$ cat src/rtl/jtag_pkg.sv
// Shared JTAG data-register definitions used by the word transmitter and receiver.
// Latency: n/a (types, constants and a constant function only).
// Backpressure: n/a.
package jtag_pkg;

    // Default data-register length when a block is not given an explicit WIDTH.
    localparam int DR_WIDTH_DEFAULT = 32;

    // Bit-counter width able to hold 0..width. The receiver only ever reaches
    // width-1, but sharing one formula with the transmitter keeps both sides equal.
    function automatic int cnt_w(input int width);
        return $clog2(width + 1);
    endfunction

    // Why a partial word was discarded; the encoding is shared with the transmitter.
    typedef enum logic [1:0] {
        ABORT_NONE     = 2'd0,
        ABORT_TAP_EXIT = 2'd1,
        ABORT_RESET    = 2'd2,
        ABORT_SOFTWARE = 2'd3
    } abort_reason_t;

endpackage

$ cat src/rtl/shift_in_counter.sv
// Serial-in shift register plus bit counter; flags the cycle in which the last bit of a word arrives.
// Latency: word_done/word are combinational in the cycle the WIDTH-th bit is presented (captured on that edge).
// Backpressure: none; bits are taken whenever enable is high, abort clears the partial word.
//
// Ports: clk/rst (async active-high), enable + in_bit (MSB first), abort,
//        word_done (completion strobe), word (completed word), bit_count (bits held).
module shift_in_counter
    import jtag_pkg::*;
#(
    parameter  int WIDTH = DR_WIDTH_DEFAULT,
    localparam int CNT_W = cnt_w(WIDTH)
) (
    input  logic             clk,
    input  logic             rst,
    input  logic             enable,
    input  logic             in_bit,
    input  logic             abort,
    output logic             word_done,
    output logic [WIDTH-1:0] word,
    output logic [CNT_W-1:0] bit_count
);

    localparam logic [CNT_W-1:0] LAST_BIT = CNT_W'(WIDTH - 1);

    logic [WIDTH-1:0] shift_q, shift_d;
    logic [CNT_W-1:0] count_q, count_d;
    logic [WIDTH-1:0] shifted;

    always_comb begin
        shifted   = {shift_q[WIDTH-2:0], in_bit};
        shift_d   = shift_q;
        count_d   = count_q;
        word_done = 1'b0;
        // abort outranks enable: the bit presented alongside it is discarded.
        if (abort) begin
            shift_d = '0;
            count_d = '0;
        end else if (enable) begin
            shift_d = shifted;
            if (count_q == LAST_BIT) begin
                // Wrap straight to zero so the next word can start on the following edge.
                count_d   = '0;
                word_done = 1'b1;
            end else begin
                count_d = count_q + CNT_W'(1);
            end
        end
    end

    always_ff @(posedge clk or posedge rst) begin
        if (rst) begin
            shift_q <= '0;
            count_q <= '0;
        end else begin
            shift_q <= shift_d;
            count_q <= count_d;
        end
    end

    // The completed word includes the bit being sampled this cycle.
    assign word      = shifted;
    assign bit_count = count_q;

endmodule

$ cat src/rtl/word_receiver.sv
// JTAG DR serial-to-parallel receiver: collects WIDTH bits MSB first and presents them with valid/ack.
// Latency: data_out/data_valid update on the edge that samples the last bit (visible the next cycle).
// Backpressure: a word completing while data_valid is unacknowledged is dropped and sets sticky overrun.
//
// Ports: clk, reset (async active-high), enable, in_bit, abort, data_ack,
//        data_out, data_valid, overrun, bit_count, busy.
module word_receiver
    import jtag_pkg::*;
#(
    parameter  int WIDTH = DR_WIDTH_DEFAULT,
    localparam int CNT_W = cnt_w(WIDTH)
) (
    input  logic             clk,
    input  logic             reset,
    input  logic             enable,
    input  logic             in_bit,
    input  logic             abort,
    input  logic             data_ack,
    output logic [WIDTH-1:0] data_out,
    output logic             data_valid,
    output logic             overrun,
    output logic [CNT_W-1:0] bit_count
    ,
    output logic             busy
);

    logic             word_done;
    logic [WIDTH-1:0] word;

    logic [WIDTH-1:0] data_out_q, data_out_d;
    logic             data_valid_q, data_valid_d;
    logic             overrun_q, overrun_d;

    shift_in_counter #(
        .WIDTH (WIDTH)
    ) u_shift_in_counter (
        .clk       (clk),
        .rst       (reset),
        .enable    (enable),
        .in_bit    (in_bit),
        .abort     (abort),
        .word_done (word_done),
        .word      (word),
        .bit_count (bit_count)
    );

    logic accept;
    logic can_load;

    always_comb begin
        // An ack only counts while there is something to acknowledge.
        accept       = data_ack && data_valid_q;
        // The output register is free if empty or being emptied this very cycle.
        can_load     = !data_valid_q || data_ack;
        data_out_d   = data_out_q;
        data_valid_d = data_valid_q;
        overrun_d    = overrun_q;

        if (word_done && can_load) begin
            data_out_d   = word;
            data_valid_d = 1'b1;
        end else if (accept) begin
            data_valid_d = 1'b0;
        end

        // Dropping a word requires data_ack low, so set and clear never coincide.
        if (word_done && !can_load) begin
            overrun_d = 1'b1;
        end else if (accept) begin
            overrun_d = 1'b0;
        end
    end

    always_ff @(posedge clk or posedge reset) begin
        if (reset) begin
            data_out_q   <= '0;
            data_valid_q <= 1'b0;
            overrun_q    <= 1'b0;
        end else begin
            data_out_q   <= data_out_d;
            data_valid_q <= data_valid_d;
            overrun_q    <= overrun_d;
        end
    end

    assign data_out   = data_out_q;
    assign data_valid = data_valid_q;
    assign overrun    = overrun_q;
    assign busy       = (bit_count != '0);

    // The counter wraps at WIDTH-1, so WIDTH itself is never held.
    a_count_in_range : assert property (@(posedge clk) disable iff (reset)
        bit_count < CNT_W'(WIDTH));

    // A word arriving into an occupied, unacknowledged output must leave overrun set.
    a_drop_sets_overrun : assert property (@(posedge clk) disable iff (reset)
        (word_done && data_valid_q && !data_ack) |=> overrun_q);

endmodule

$ cat config.mk
export PLATFORM = sky130hd
export DESIGN_NAME = word_receiver
export DESIGN_NICKNAME = d
export VERILOG_FILES = /design/src/rtl/jtag_pkg.sv /design/src/rtl/shift_in_counter.sv /design/src/rtl/word_receiver.sv
export SDC_FILE = /design/constraint.sdc
export NUM_CORES = 1
export LEC_CHECK = 0
export CAP_MARGIN = 20
export CORE_AREA = 5 5 89 91
export CTS_CLUSTER_SIZE = 25
export DETAILED_ROUTE_END_ITERATION = 12
export DIE_AREA = 0 0 94 96
export PLACE_DENSITY = 0.7
export SETUP_SLACK_MARGIN = 0.5
export SLEW_MARGIN = 20
export SYNTH_ARGS = -nofsm -noshare
export SYNTH_HDL_FRONTEND = slang
export SYNTH_HIERARCHICAL = 1
export SYNTH_SLANG_ARGS = --single-unit
$ cat constraint.sdc
create_clock -name clk -period 2.1 [get_ports clk]
set_input_delay 0.63 -clock clk [delete_from_list [all_inputs] [get_ports clk]]
set_output_delay 0.63 -clock clk [all_outputs]
set_load 0.005 [all_outputs]
==> results of run 1 <==
[through the flow]
| stage | std cells | setup slack (ps) | area (sq um) | util [%] | hold WS [ps] |
|---|---|---|---|---|---|
| global placement | 354 | -17.87 | 3612 | 51.17 | 497.1 |
| floorplan | 211 | 304.7 | 3057 | - | 481.2 |
| global route | 419 | 157.8 | 4233 | 59.96 | 535.8 |
| CTS | 413 | 253.3 | 4188 | 59.32 | 513.6 |
| finish | 419 | 226.8 | 4233 | 59.96 | 519.5 |
| detailed placement | 354 | -80.92 | 3612 | 51.17 | 495.8 |
[how the worst max path moves through the flow]
stage	to	slack, ps	depth (start not counted)
3_3_place_gp	data_out[2]	-20	5
6_report	data_out[19]	230	8
2_1_floorplan	data_out[0]	300	6
4_1_cts	busy	250	3
3_5_place_dp	u_shift_in_counter/bit_count[5]	-80	5
5_1_grt	data_out[23]	160	7
[critical path: stages, from the launching register on]
cell and delay (ps):
dfrtp_2 400, buf_6 110, buf_6 110, nand3_4 80
nor3_2 140, and3b_2 250, nand2_4 110, bufbuf_16 290
mux2_4 280
[power groups by stage]
stage	sequential, mW	combinational (mW)	clock [mW]
2_1_floorplan	1.40	0.0808	0
3_3_place_gp	1.41	0.119	0
3_5_place_dp	1.41	0.120	0
4_1_cts	1.38	0.134	0.916
5_1_grt	1.38	0.156	0.964
6_report	1.38	0.140	0.894
[per-layer routing]
| metal | global-route usage [%] | up-vias | routed length [microns] |
|---|---|---|---|
| met2 | 23.95 | 47 | 3001 |
| li1 | - | 936 | - |
| met3 | 3.831 | 2 | 264 |
| met5 | 0 | - | 0 |
| met4 | 5.776 | 0 | 55 |
| met1 | 18.84 | 981 | 2839 |
[synthesized netlist by cell type (2+ instances only)]
master	n
buf_12	3
inv_1	4
nand2_1	2
dfrtp_1	71
xor2_1	3
a21oi_1	4
buf_2	2
clkbuf_1	2
buf_6	4
mux2i_1	32
mux2_2	2
nor2_1	35
mux2_4	30
[kinds of logic (layout without fill, tap and decap cells)]
kind of cell | after synthesis | after routing
AO/OA/AOI/OAI | 9 | 9
XOR/XNOR | 3 | 3
adder cells (fa/ha/maj) | 1 | 1
buffers and inverters | 16 | 125
flip-flops | 71 | 71
multiplexers | 64 | 64
AND/OR/NAND/NOR | 47 | 47
[registers in the layout, indices dropped and copies added, names as in the netlist]
name,cells
data_valid,1
data_out,32
overrun,1
u_shift_in_counter/bit_count,6
u_shift_in_counter/shift_q,31
[what timing repair did]
action                                  4_1_cts  5_1_grt
hold endpoints to repair                      0        0
pin swaps                                     6        3
buffers inserted                             41        6
gates cloned                                  3        0
endpoints found under the setup margin       75       46
resized for setup                           109       19
[layout make-up]
type                    count  area (sq um)  area share [%]
flip-flops and latches     71          1782           42.09
inverters                   4         15.01          0.3547
well taps                  99         123.9           2.926
clock inverters             4         23.77          0.5616
repair buffers            106         988.4           23.35
multi-input cells         124          1169           27.61
clock buffers              11         131.4           3.104
==> results.txt, run 1 <==
Outcome -> complete, no violations
Initial antenna violation count -> 0
Root Buffer -> clkbuf_8
Total power divided by cell area -> 570.0 mW/mm^2
Mean Syn Cell Area -> 14.39 sq um
FILL cells -> 574
Asr flop ratio synth -> 100.0%
Synth Area in Simple Gates -> 7.214%
Switch share -> 23.21%
Fmax -> 533.9 MHz
HP Start -> data_out[25]
Clk_lat worst skew -> 330 ps
Drt total wl -> 6160 microns
Worst setup path start -> u_shift_in_counter/bit_count[2]
Multiplexer area fraction after synthesis -> 26.13%
Flop2flop setup slack -> 230 ps
CP Class -> reg2reg
Drt via density -> 4.692
Xor/xnor share of the synthesized area -> 0.8656%
Post-synth top flop -> dfrtp_1
Critical Path RT -> 2320 ps
Largest family of logic cells by synthesized area -> multiplexers
Final setup fails -> 0
Worst-margin pin slew -> 429.0 ps
Setup crit end kind -> flop
Maximum fanout along the worst path -> 5
Post-Syn Area -> 0.003035 sq mm
Max VDD drop -> 0.3481 mV
Drt wl/cell -> 14.70 microns
Rel. slew slack -> 71.37%
Leak pwr -> 2.287 nW
Die height -> 96 microns
P_sw -> 560.0 uW
Commonest non-fill, non-tap cell in the layout -> dfrtp_1
Max Clock Skew -> 10.10 ps
Reg2Reg Depth -> 8
Initial Utilization -> 43.00%
RSZ-0062 raised after global routing -> yes
Max-Cap Viols -> 0
Post-Synth Adder-Cell Area -> 0.4122%
Register area share after synthesis -> 58.53%
Hold-fix buffers, CTS -> 0
FF+latch count, synth -> 71
Hold Crit Depth -> 1
Die footprint -> 0.009024 sq mm
Post-synth top area cell -> dfrtp_1
Total CTS buffers -> 9
Area delta synth->final -> 39.45%
Most frequent cells in the layout -> dfrtp_1, buf_4, nor2_1
Total GRT Usage -> 14.71%
Reg clk slew, reported paths -> 70 ps
Reg2Reg Capture Point -> data_out[19]
Core area -> 0.007059 sq mm
Crit start category -> flop
Hold Fails Final Rpt -> 0
Power Total -> 2.413 mW
First-pass GRT wire length -> 10240 microns
Die Span X -> 94 microns
Final setup TNS -> 0 ps
I/O pin total -> 47
Max-slew violations -> 0
DR iter-0 viols -> 102
Post-layout min period -> 1873 ps
Post-synth top area share -> 58.53%
Syn_nets -> 218
Worst hold path type -> reg2reg
DP HPWL -> 3590 microns
Worst Hold End -> data_out[25]
Final nets -> 323
Layout cells sized above 1 -> 42.81%
Reg2reg start -> u_shift_in_counter/bit_count[2]
Final period util -> 89.20%
Post-synth cell types -> 30
Area contributors post-synth -> dfrtp_1, mux2_4, mux2i_1
Sequential Power Share -> 57.1%
Ys Warns -> 6
Combinational power share -> 5.8%
CTS Buffer Depth -> 2
H-Tree Depth -> 3
Detail Route Antenna Nets -> 0
Gpl congestion -> 0.8392
Rows -> 31
Drt drc -> 0
Largest net degree at the start of global routing -> 38
CTS sink cnt -> 71
Internal Power -> 1.853 mW
Number of flops mapped to enable cells by yosys -> 0
Congestion Overflow GR -> 0
Vias in the first global route -> 2130
Clock power share -> 37.1%
CTS tree -> done
I/O Buffers -> 46
Compound-Gate Fraction of Synth Area -> 2.061%
DR vias -> 1966
# diodes -> 0
Syn Inst Count -> 211
Drt first pass iters -> 7
WP data arrival -> 2090 ps
Power figures use the tool's default switching activity.
==> run 2, diff against run 1 <==
Settings changed: CTS_CLUSTER_SIZE 25 to unset.
==> results of run 2 <==
Same layout as run 1: the final DEF is identical, and so are final timing and power.
==> run 3, diff against run 2 <==
--- a/config.mk
+++ b/config.mk
@@ -18 +18,2 @@
 export SYNTH_SLANG_ARGS = --single-unit
+export TNS_END_PERCENT = 1
==> constraint.sdc (replaced) <==
create_clock -name clk -period 2.2 [get_ports clk]
set_input_delay 0.66 -clock clk [delete_from_list [all_inputs] [get_ports clk]]
set_output_delay 0.66 -clock clk [all_outputs]
set_load 0.01 [all_outputs]
==> run 3 against run 2 <==
  * Sequential power down 4%
  * Clock skew down 3.4 ps
  * Non-clock buffer count down 44
  * Combinational power down 21%
  * Register-to-register slack better by 100 ps
  * Setup slack better by 71 ps
  * Total power up 3.3%
  * Via count down 7.0%
  * Core utilization down 5.6 points
==> results.txt, run 3 (synthesized netlist as in run 1, its figures left out) <==
WP buf/inv -> 1
I/O pin total -> 47
Setup WS post-layout -> 297.8 ps
Post-layout min period -> 1902 ps
Critical Path RT -> 1540 ps
Largest net degree at the start of global routing -> 38
DR vias -> 1828
Die height -> 96 microns
CP Class -> reg2out
Area delta synth->final -> 26.34%
Drt wl/cell -> 14.38 microns
Drt first pass iters -> 4
I/O Buffers -> 46
H-Tree Depth -> 3
Final period util -> 86.46%
Die Span X -> 94 microns
Root Buffer -> clkbuf_8
Max-Cap Viols -> 0
Drt total wl -> 5408 microns
Setup WS pre-CTS -> 76.51 ps
DP HPWL -> 3635 microns
Rows -> 31
Fmax -> 525.7 MHz
Drt drc -> 0
Final setup TNS -> 0 ps
Initial Utilization -> 43.00%
Most frequent cells in the layout -> dfrtp_1, nor2_1, mux2i_1
Worst-margin pin slew -> 461.6 ps
Total CTS buffers -> 9
Worst hold path type -> reg2reg
Vias in the first global route -> 1809
Max Clock Skew -> 6.696 ps
DR iter-0 viols -> 93
Total power divided by cell area -> 649.6 mW/mm^2
Layout cells sized above 1 -> 27.08%
Gpl congestion -> 0.8017
Rel. slew slack -> 69.22%
Crit-path slowest cell -> clkdlybuf4s50_1
Final nets -> 279
Congestion Overflow GR -> 0
Core area -> 0.007059 sq mm
Die footprint -> 0.009024 sq mm
Power Total -> 2.491 mW
Flop2flop setup slack -> 330 ps
Detail Route Antenna Nets -> 0
Final setup fails -> 0
Outcome -> complete, no violations
Setup crit end kind -> primary output
WP data arrival -> 1240 ps
Largest stage delay, worst path -> 540 ps
Clk_lat worst skew -> 340 ps
Crit start category -> flop
CTS Buffer Depth -> 2
Largest register FFs -> 32
First-pass GRT wire length -> 9218 microns
CTS tree -> done
# diodes -> 0
Drt via density -> 4.862
Post-DP Area -> 0.003587 sq mm
Commonest non-fill, non-tap cell in the layout -> dfrtp_1
CTS sink cnt -> 71
RSZ-0062 raised after global routing -> yes
Reg clk slew, reported paths -> 70 ps
Leak pwr -> 2.025 nW
Max VDD drop -> 0.2740 mV
Hold Fails Final Rpt -> 0
Critical path's top delay family -> buffers and inverters
Sequence of cells on the critical path -> clkdlybuf4s50_1
Initial antenna violation count -> 0
Design area -> 0.003835 sq mm
Max-slew violations -> 0
Maximum fanout along the worst path -> 2
Total GRT Usage -> 13.56%
-- run 3: cell types whose count changed in the layout (fill, tap and decap cells not counted), sizes merged --
| cell | change |
|---|---|
| bufinv | +1 |
| clkdlybuf4s50 | +28 |
| dlygate4sd2 | +12 |
| clkinv | -2 |
| bufbuf | -1 |
| clkdlybuf4s15 | -27 |
| clkbuf | -7 |
| buf | -47 |
-- run 3: area by class of cell --
class,instances,area (sq um)
Sequential cell,71,1782
Tap cell,99,123.9
Clock inverter,3,40.04
Timing Repair Buffer,62,579.3
Fill cell,619,3224
Clock buffer,13,168.9
Inverter,4,15.01
Multi-Input combinational cell,124,1126
-- run 3: layer usage --
metal / global-route usage, % / vias to the layer above / share of wire (%)
li1: - / 843 / -
met1: 18.65 / 915 / 47
met2: 19.16 / 60 / 46
met3: 3.518 / 10 / 5.6
met4: 8.303 / 0 / 2.3
met5: 0 / - / 0
-- run 3: worst paths after layout --
kind                                                 start            to  depth (start not counted)
setup / recovery                              data_out[30]  data_out[30]                          1
hold / removal              u_shift_in_counter/shift_q[30]  data_out[31]                          1
setup reg to reg           u_shift_in_counter/bit_count[1]  data_out[28]                          7
hold reg to reg             u_shift_in_counter/shift_q[30]  data_out[31]                          1
max in group asynchronous                            reset  data_out[10]                          3
min in group asynchronous                            reset   data_out[2]                          2
-- run 3: per-stage QoR --
stage / cells / hold WS [ps] / utilization, %
after floorplan: 211 / 481.2 / -
after global placement: 354 / 495.4 / 50.82
after detailed placement: 354 / 494.1 / 50.82
after CTS: 375 / 510.4 / 54.15
after global routing: 376 / 508.1 / 54.32
final: 376 / 502.5 / 54.32
-- run 3: power by group --
group | leakage (nW) | total, mW | switching [mW] | internal (mW)
clock network | 0.109 | 1.06 | 0.451 | 0.613
registers | 0.984 | 1.32 | 0.00591 | 1.31
logic | 0.931 | 0.110 | 0.0688 | 0.0416
-- run 3: what timing repair did --
item,in CTS,in global routing
hold buffers,0,0
setup buffers,5,1
setup endpoints to repair,74,73
pin swaps,2,0
resized for setup,21,1
